===== src/rtl/shift_pkg.sv =====
// rtl/shift_pkg.sv - shared encodings, FSM states and widths for shift_seq
package shift_pkg;

    localparam int DATA_W  = 32;
    localparam int SHAMT_W = 6;

    localparam logic [1:0] OP_SRL = 2'b00;
    localparam logic [1:0] OP_SRA = 2'b01;
    localparam logic [1:0] OP_SLL = 2'b10;
    localparam logic [1:0] OP_ILL = 2'b11;

    typedef enum logic [1:0] {
        IDLE  = 2'd0,
        SHIFT = 2'd1,
        DONE  = 2'd2
    } state_e;

endpackage


===== src/rtl/shift_step.sv =====
// rtl/shift_step.sv - one combinational stage of the iterative shift, at most STEP positions
module shift_step
    import shift_pkg::*;
#(
    parameter int STEP = 8,
    localparam int KW = $clog2(STEP + 1)
) (
    input  logic [DATA_W-1:0] val,
    input  logic [KW-1:0]     k,
    input  logic [1:0]        op,
    input  logic              sign,
    output logic [DATA_W-1:0] res
);

    logic [DATA_W-1:0] fill_mask;

    always_comb begin
        // top k bits set: the positions vacated by a right shift
        fill_mask = ~({DATA_W{1'b1}} >> k);
        res       = val;
        case (op)
            OP_SRL:  res = val >> k;
            OP_SRA:  res = (val >> k) | (sign ? fill_mask : '0);
            OP_SLL:  res = val << k;
            default: res = val;
        endcase
    end

endmodule


===== src/rtl/shift_seq.sv =====
// rtl/shift_seq.sv - multi-cycle shift sequencer with request/response handshakes
module shift_seq
    import shift_pkg::*;
#(
    parameter int STEP = 8
) (
    input  logic               clk,
    input  logic               rst_n,
    input  logic               req_valid,
    output logic               req_ready,
    input  logic [DATA_W-1:0]  req_op1,
    input  logic [SHAMT_W-1:0] req_shamt,
    input  logic [1:0]         req_op,
    output logic               resp_valid,
    input  logic               resp_ready,
    output logic [DATA_W-1:0]  resp_res,
    output logic               resp_err,
    output logic               busy
);

    localparam int KW = $clog2(STEP + 1);

    state_e             state_q, state_d;
    logic [DATA_W-1:0]  work_q, work_d;
    logic [SHAMT_W-1:0] rem_q, rem_d;
    logic [1:0]         op_q, op_d;
    logic               err_q, err_d;
    logic               sign_q, sign_d;

    logic [SHAMT_W-1:0] eff;
    logic [KW-1:0]      k;
    logic [DATA_W-1:0]  step_res;
    logic               accept;

    assign req_ready  = (state_q == IDLE) && rst_n;
    assign accept     = req_valid && req_ready;
    assign resp_valid = (state_q == DONE);
    assign resp_res   = (state_q == DONE) ? work_q : '0;
    assign resp_err   = (state_q == DONE) ? err_q : 1'b0;
    assign busy       = (state_q != IDLE);

    // amounts past 32 behave exactly like 32, so the counter never needs more
    assign eff = (req_shamt > SHAMT_W'(32)) ? SHAMT_W'(32) : req_shamt;

    always_comb begin
        if (rem_q > SHAMT_W'(STEP)) k = KW'(STEP);
        else                        k = rem_q[KW-1:0];
    end

    shift_step #(.STEP(STEP)) u_step (
        .val  (work_q),
        .k    (k),
        .op   (op_q),
        .sign (sign_q),
        .res  (step_res)
    );

    always_comb begin
        state_d = state_q;
        work_d  = work_q;
        rem_d   = rem_q;
        op_d    = op_q;
        err_d   = err_q;
        sign_d  = sign_q;
        case (state_q)
            IDLE: begin
                if (accept) begin
                    op_d   = req_op;
                    sign_d = req_op1[DATA_W-1];
                    rem_d  = eff;
                    if (req_op == OP_ILL) begin
                        work_d  = '0;
                        err_d   = 1'b1;
                        state_d = DONE;
                    end else begin
                        work_d  = req_op1;
                        err_d   = 1'b0;
                        state_d = (eff == '0) ? DONE : SHIFT;
                    end
                end
            end
            SHIFT: begin
                work_d = step_res;
                rem_d  = rem_q - SHAMT_W'(k);
                if (rem_d == '0) state_d = DONE;
            end
            DONE: begin
                if (resp_ready) state_d = IDLE;
            end
            default: state_d = IDLE;
        endcase
    end

    always_ff @(posedge clk) begin
        if (!rst_n) begin
            state_q <= IDLE;
            work_q  <= '0;
            rem_q   <= '0;
            op_q    <= OP_SRL;
            err_q   <= 1'b0;
            sign_q  <= 1'b0;
        end else begin
            state_q <= state_d;
            work_q  <= work_d;
            rem_q   <= rem_d;
            op_q    <= op_d;
            err_q   <= err_d;
            sign_q  <= sign_d;
        end
    end

endmodule


===== config.mk =====
export PLATFORM = sky130hd
export DESIGN_NAME = shift_seq
export DESIGN_NICKNAME = d
export VERILOG_FILES = /design/src/rtl/shift_pkg.sv /design/src/rtl/shift_step.sv /design/src/rtl/shift_seq.sv
export SDC_FILE = /design/constraint.sdc
export NUM_CORES = 1
export LEC_CHECK = 0
export CAP_MARGIN = 10
export CORE_ASPECT_RATIO = 0.75
export CORE_MARGIN = 2
export CORE_UTILIZATION = 50
export DETAILED_ROUTE_END_ITERATION = 12
export HOLD_SLACK_MARGIN = 0.06
export PLACE_DENSITY = 0.73
export SLEW_MARGIN = 10
export SYNTH_ARGS = -nofsm -noshare
export SYNTH_HDL_FRONTEND = slang
export SYNTH_HIERARCHICAL = 1
export SYNTH_SLANG_ARGS = --single-unit

===== constraint.sdc =====
create_clock -name clk -period 3.8 [get_ports clk]
set_input_delay 0.76 -clock clk [delete_from_list [all_inputs] [get_ports clk]]
set_output_delay 0.76 -clock clk [all_outputs]
set_load 0.05 [all_outputs]

# Word-level counts from Yosys, hierarchy flattened
# Cells that the tools add are included.
dict set report word_totals {
  inputBits 44
  ff_bits 44
}
dict set report op_classes {
  n_addsub 1
  muxes 18
  magnitude_cmp 2
  n_eq_ne 9
  reduce_logical 12
  bitwise 2
  n_shift 3
}
# cell count
set ops {}
lappend ops {{2-to-1 mux 32 bit} 4}
lappend ops {{case mux 32 bit (3 select lines)} 1}
lappend ops {{case mux 32 bit (2 select lines)} 1}
lappend ops {{NOT 32 bit} 1}
lappend ops {{OR 32 bit} 1}
lappend ops {{<< shifter 32 x 4 -> 32 bit} 1}
lappend ops {{>> shifter 32 x 4 -> 32 bit} 1}
lappend ops {{>> shifter 32 x 4 -> 32 bit, first input constant} 1}
lappend ops {{logical NOT 6 bit} 2}
lappend ops {{2-to-1 mux 6 bit} 2}
lappend ops {{case mux 6 bit (2 select lines)} 1}
lappend ops {{2-to-1 mux 2 bit} 5}
lappend ops {{equality test 2 bit, second input constant} 3}
lappend ops {{> comparator 6 x 4 -> 1 bit, second input constant} 1}
lappend ops {{> comparator 6 bit, second input constant} 1}
lappend ops {{case mux 2 bit (3 select lines)} 1}
lappend ops {{AND reduction 3 bit} 2}
lappend ops {{subtractor 6 x 4 -> 6 bit} 1}
lappend ops {{equality test 2 x 1 -> 1 bit, second input constant} 2}
lappend ops {{logical NOT 2 bit} 2}
lappend ops {{2-to-1 mux 4 bit} 1}
lappend ops {{inequality test 2 bit, second input constant} 2}
lappend ops {{inequality test 4 x 1 -> 1 bit, second input constant} 1}
lappend ops {{AND reduction 2 bit} 2}
lappend ops {{4 further kinds} 7}

# Logic depth before layout (Yosys ltp)
dict set report logic_depth {
  word_depth 8
  depth_mapped 13
  depth_no_buf 9
}

# Cells and area by module
# Netlist, hierarchy kept.
# module seq_area_each_um2 area_per_inst_um2 instances cells_per_inst
set modules_own_cells {}
lappend modules_own_cells {shift_step 0.0 3582.2 1 439}
lappend modules_own_cells {shift_seq 880.8 2750.1 1 294}

# Least setup slack after synthesis
# OpenSTA, ideal clock, no wires.
dict set report synth_path {
  path_kind {reg-to-reg}
  from {reg rem_q[5]}
  to {reg work_q[13]}
  arrival_ns 2.430
  setup_ns 0.133
  setup_slack_ns 1.238
  path_stages_with_launch 12
  n_path_buf 3
  path_cell_list {dfxtp_1 > nor3_2 > and2_1 > buf_6 > buf_6 > buf_2 > mux2_2 > a22o_1 > a222oi_1 > a21oi_1 > nand2_1 > a311oi_2}
}
dict set report synth_between {
  elab_chain_len 8
  elab_cells_between_ends 10
}
# item line
set synth_rtl {}
lappend synth_rtl {{from (decl)} shift_seq.sv:25} ;# logic [SHAMT_W-1:0] rem_q, rem_d;
lappend synth_rtl {{from (signal assigned)} shift_seq.sv:105} ;# rem_q <= rem_d;
lappend synth_rtl {{> comparator 6 x 4 -> 1 bit *} shift_seq.sv:46} ;# if (rem_q > SHAMT_W'(STEP)) k = KW'(STEP);
lappend synth_rtl {{2-to-1 mux 4 bit *} shift_seq.sv:46}
lappend synth_rtl {{net k[0]} shift_seq.sv:31} ;# logic [KW-1:0] k;
lappend synth_rtl {{>> shifter 32 x 4 -> 32 bit} shift_step.sv:19} ;# fill_mask = ~({DATA_W{1'b1}} >> k);
lappend synth_rtl {{NOT 32 bit} shift_step.sv:19}
lappend synth_rtl {{2-to-1 mux 32 bit} shift_step.sv:23} ;# OP_SRA: res = (val >> k) | (sign ? fill_mask : '0);
lappend synth_rtl {{OR 32 bit} shift_step.sv:23}
lappend synth_rtl {{case mux 32 bit (3 select lines) *} shift_step.sv:21} ;# case (op)
lappend synth_rtl {{net step_res[13]} shift_seq.sv:32} ;# logic [DATA_W-1:0] step_res;
lappend synth_rtl {{case mux 32 bit (2 select lines) *} shift_seq.sv:65} ;# case (state_q)
lappend synth_rtl {{to (signal assigned)} shift_seq.sv:104} ;# work_q <= work_d;
lappend synth_rtl {{to (decl)} shift_seq.sv:24} ;# logic [DATA_W-1:0] work_q, work_d;
# Mark *: on every way through the listed nets, which the timed path passes. The rest lies on a longest branch.
# A chain may end at the register's enable or synchronous reset.

# Final worst setup path
dict set report layout_path {
  from {reg rem_q[3]}
  to {reg work_q[18]}
}
# Same word-level chain as after synthesis.

==> reports/results.txt <==
status = finished, final reports clean
PD cells = 321 mW/mm^2
CTS Buffer Depth = 2
worst hold path class = reg -> reg
FF-to-FF path depth = 10
Compound-Gate Fraction of Synth Area = 28.5%
global-route usage over all layers = 36.0%
Syn Nets = 777
Lkg Pwr = 2.58 nW
Buf/Inv on CP = 1
antenna violations before repair = 0
Clk pin slew, worst setup/hold paths = 0.07 ns
max_slew headroom = 56.4%
post-synth cell types = 70
first-pass GRT wire length = 37600 um
Synth Warn # = 6
synthesized area = 0.00633 mm^2
Final TNS setup = 0 ns
Worst setup EP type = flip-flop
Area contributors post-synth = mux4_2 (15%), dfxtp_1 (14%), a311oi_2 (7.1%), mux4_1 (6.6%), nand2_1 (5.6%)
register-to-register setup slack = 0.52 ns
Port Buffers = 79
CP cell instances = nor3_2 -> and2_4 -> buf_12 -> mux4_1 -> mux2i_1 -> o22ai_1 -> o21ai_0 -> o21ai_0 -> nand2_1 -> a311oi_2
most frequent cells in the layout = nand2_1 (95), buf_4 (65), nor2_1 (63)
Final Hold Fails = 0
Avg Vias per Cell = 7.15
routability congestion estimate = 0.952
vias in the first global route = 6439
RSZ-0062 raised after global routing = no
worst hold stages = 2
xor/xnor cell area share of the yosys netlist = 0%
CP Data Arrival Time = 3.42 ns
# DRC = 0
worst slack, placed = 0.538 ns
ys flop type = dfxtp_1
FF+latch area = 881 um^2
Synth top area share = 14.6%
#FFs+latches synth = 44
Final Cycle Share = 86.3%
row count = 35
Initial Util = 51.5%
area of the multi-input gates = 0.00492 mm^2
Seq/Total Area, Yosys = 13.9%
Mean Syn Cell Area = 8.64 um^2
Synth area leader = mux4_2
Post-Synth Adder-Cell Area = 0%
final wirelength = 24200 um
Data required, critical path = 3.95 ns
nets = 817
Hold Buf Count CTS = 0
largest stage delay on the critical path = 0.66 ns
RR Startpoint = rem_q[3]$_SDFFE_PN0P_
Final Skew = 0.00845 ns
Area Growth Syn to Fin = 13.8%
detailed placer's ending HPWL = 16600 um
die width = 134 um
number of setup buffers added after CTS = 0
combinational family with the most area after synthesis = compound AO/OA/AOI/OAI gates
Clock Sinks = 44
final instance area = 0.00721 mm^2
Hold Crit Endpoint = err_q$_SDFFE_PN0P_
IO Pins = 80
post-synthesis mux area share = 28.3%
Syn Inst Count = 733
Detailed Routing Iterations Pass 1 = 5
CP max FO = 27
Overflow after GRT = 0
final worst setup slack = 0.522 ns
# setup viols final = 0
Post-synth EDFFs = 0
Max Fclk = 0.305 GHz
max-capacitance violation count = 0
R2R Path End = work_q[18]$_SDFFE_PN0P_
Worst Min Path Start = err_q$_SDFFE_PN0P_
Setup crit start = rem_q[3]$_SDFFE_PN0P_
share of cells above drive strength 1 = 27.8%
largest net degree at the start of global routing = 47
Fillers = 1112
Max Slew Vio Count = 0
# resized after CTS = 0
Crit path top cell by count = o21ai_0
CTS tree = yes
number of antenna-violating nets in the routed design = 0
full die area = 0.0136 mm^2
Die Ht = 101 um
post-route minimum period = 3.28 ns
1st-iter DRT viols = 907
core area = 0.0123 mm^2
crit path kind = reg -> reg
H-tree Lvls = 2
worst skew pair latency = 0.30 ns
DR vias = 6731
worst vdd rail ir drop = 0.225 mV
CTS Buf Count = 5
crit start category = flip-flop
Root Driver = clkbuf_16
delay-heaviest family, CP = multiplexers
Avg WL per Cell = 25.7 um
CP max-delay cell = mux4_1
Least-Margin Pin Slew = 0.654 ns
Cell Area, Placed = 0.00703 mm^2
commonest non-fill, non-tap cell in the layout = nand2_1
Fin Hold WS = 0.460 ns
Synth async-reset ratio = 0%
Simple-Gate Fraction of Synth Area = 20.6%
==> per-layer routing <==
layer,GRT usage [%],vias up,wire length (um),part of all wire [%]
met3,6.01,47,2580,11
met2,55.7,486,10700,44
li1,-,2904,-,-
met1,52.5,3294,10400,43
met4,9.74,0,504,2.1
met5,0,-,0,0
==> cell type report <==
type	instances	share of cell area, %
clock inverters	2	0.538
multi-input cells	602	68.2
diodes	1	0.0347
flip-flops and latches	44	12.2
repair buffers	112	13.7
clock buffers	6	1.93
inverters	8	0.451
well taps	166	2.88
==> logic make-up (layout without fill, tap and decap cells) <==
family / after synthesis / count (layout)
multiplexers: 99 / 99
buffers and inverters: 87 / 128
AND/OR/NAND/NOR: 276 / 276
other: 0 / 1
flip-flops: 44 / 44
AO/OA/AOI/OAI: 227 / 227
==> worst reg2reg max path, delay by kind of cell (launching register included) <==
kind / cells / cell delay (ns)
and+or+nand+nor: 3 / 0.88
AOI/OAI and AO/OA: 4 / 0.54
muxes: 2 / 1.06
DFF: 1 / 0.36
buffers and inverters: 1 / 0.27
==> worst max-delay path by stage <==
stage          cells past startpoint                      end  slack (ns)
6_report                          10  work_q[18]$_SDFFE_PN0P_        0.52
5_1_grt                           11  work_q[19]$_SDFFE_PN0P_        0.33
4_1_cts                           10  work_q[18]$_SDFFE_PN0P_        0.54
3_5_place_dp                      10  work_q[18]$_SDFFE_PN0P_        0.54
3_3_place_gp                      10  work_q[18]$_SDFFE_PN0P_        0.61
2_1_floorplan                     11  work_q[13]$_SDFFE_PN0P_        1.24
==> where the power goes <==
part	internal, W	switching (W)	leakage, nW
registers	0.000506	0.000147	0.363
logic	0.000473	0.000638	2.13
clock network	0.000331	0.000220	0.0871
total	0.00131	0.00101	2.58
==> state kept, by name, summed over array words and instances (netlist names) <==
signal	count
err_q	1
op_q	2
rem_q	6
sign_q	1
state_q	2
work_q	32
==> synth_stat cells (6+ instances only) <==
cell,instances
a21oi_1,43
clkbuf_1,24
dfxtp_1,44
o211ai_1,7
mux4_1,16
mux2_2,19
buf_4,7
mux2i_1,22
a31oi_1,12
a211oi_1,12
a22oi_1,7
a21oi_2,31
nor3_1,6
mux4_2,41
o22ai_1,10
a311oi_2,30
nand3_1,43
and2_1,38
nand2_1,95
o21ai_0,36
buf_6,8
nor2b_1,8
a32oi_1,6
nor2_1,63
buf_2,27
==> metrics by stage <==
step	cells	power [W]	util, %
after floorplan	733	0.00141	-
after global placement	932	0.00172	57.1
after detailed placement	932	0.00173	57.1
after CTS	940	0.00228	58.5
after global routing	940	0.00241	58.5
final	941	0.00232	58.6
(Power assumes the default switching activity.)
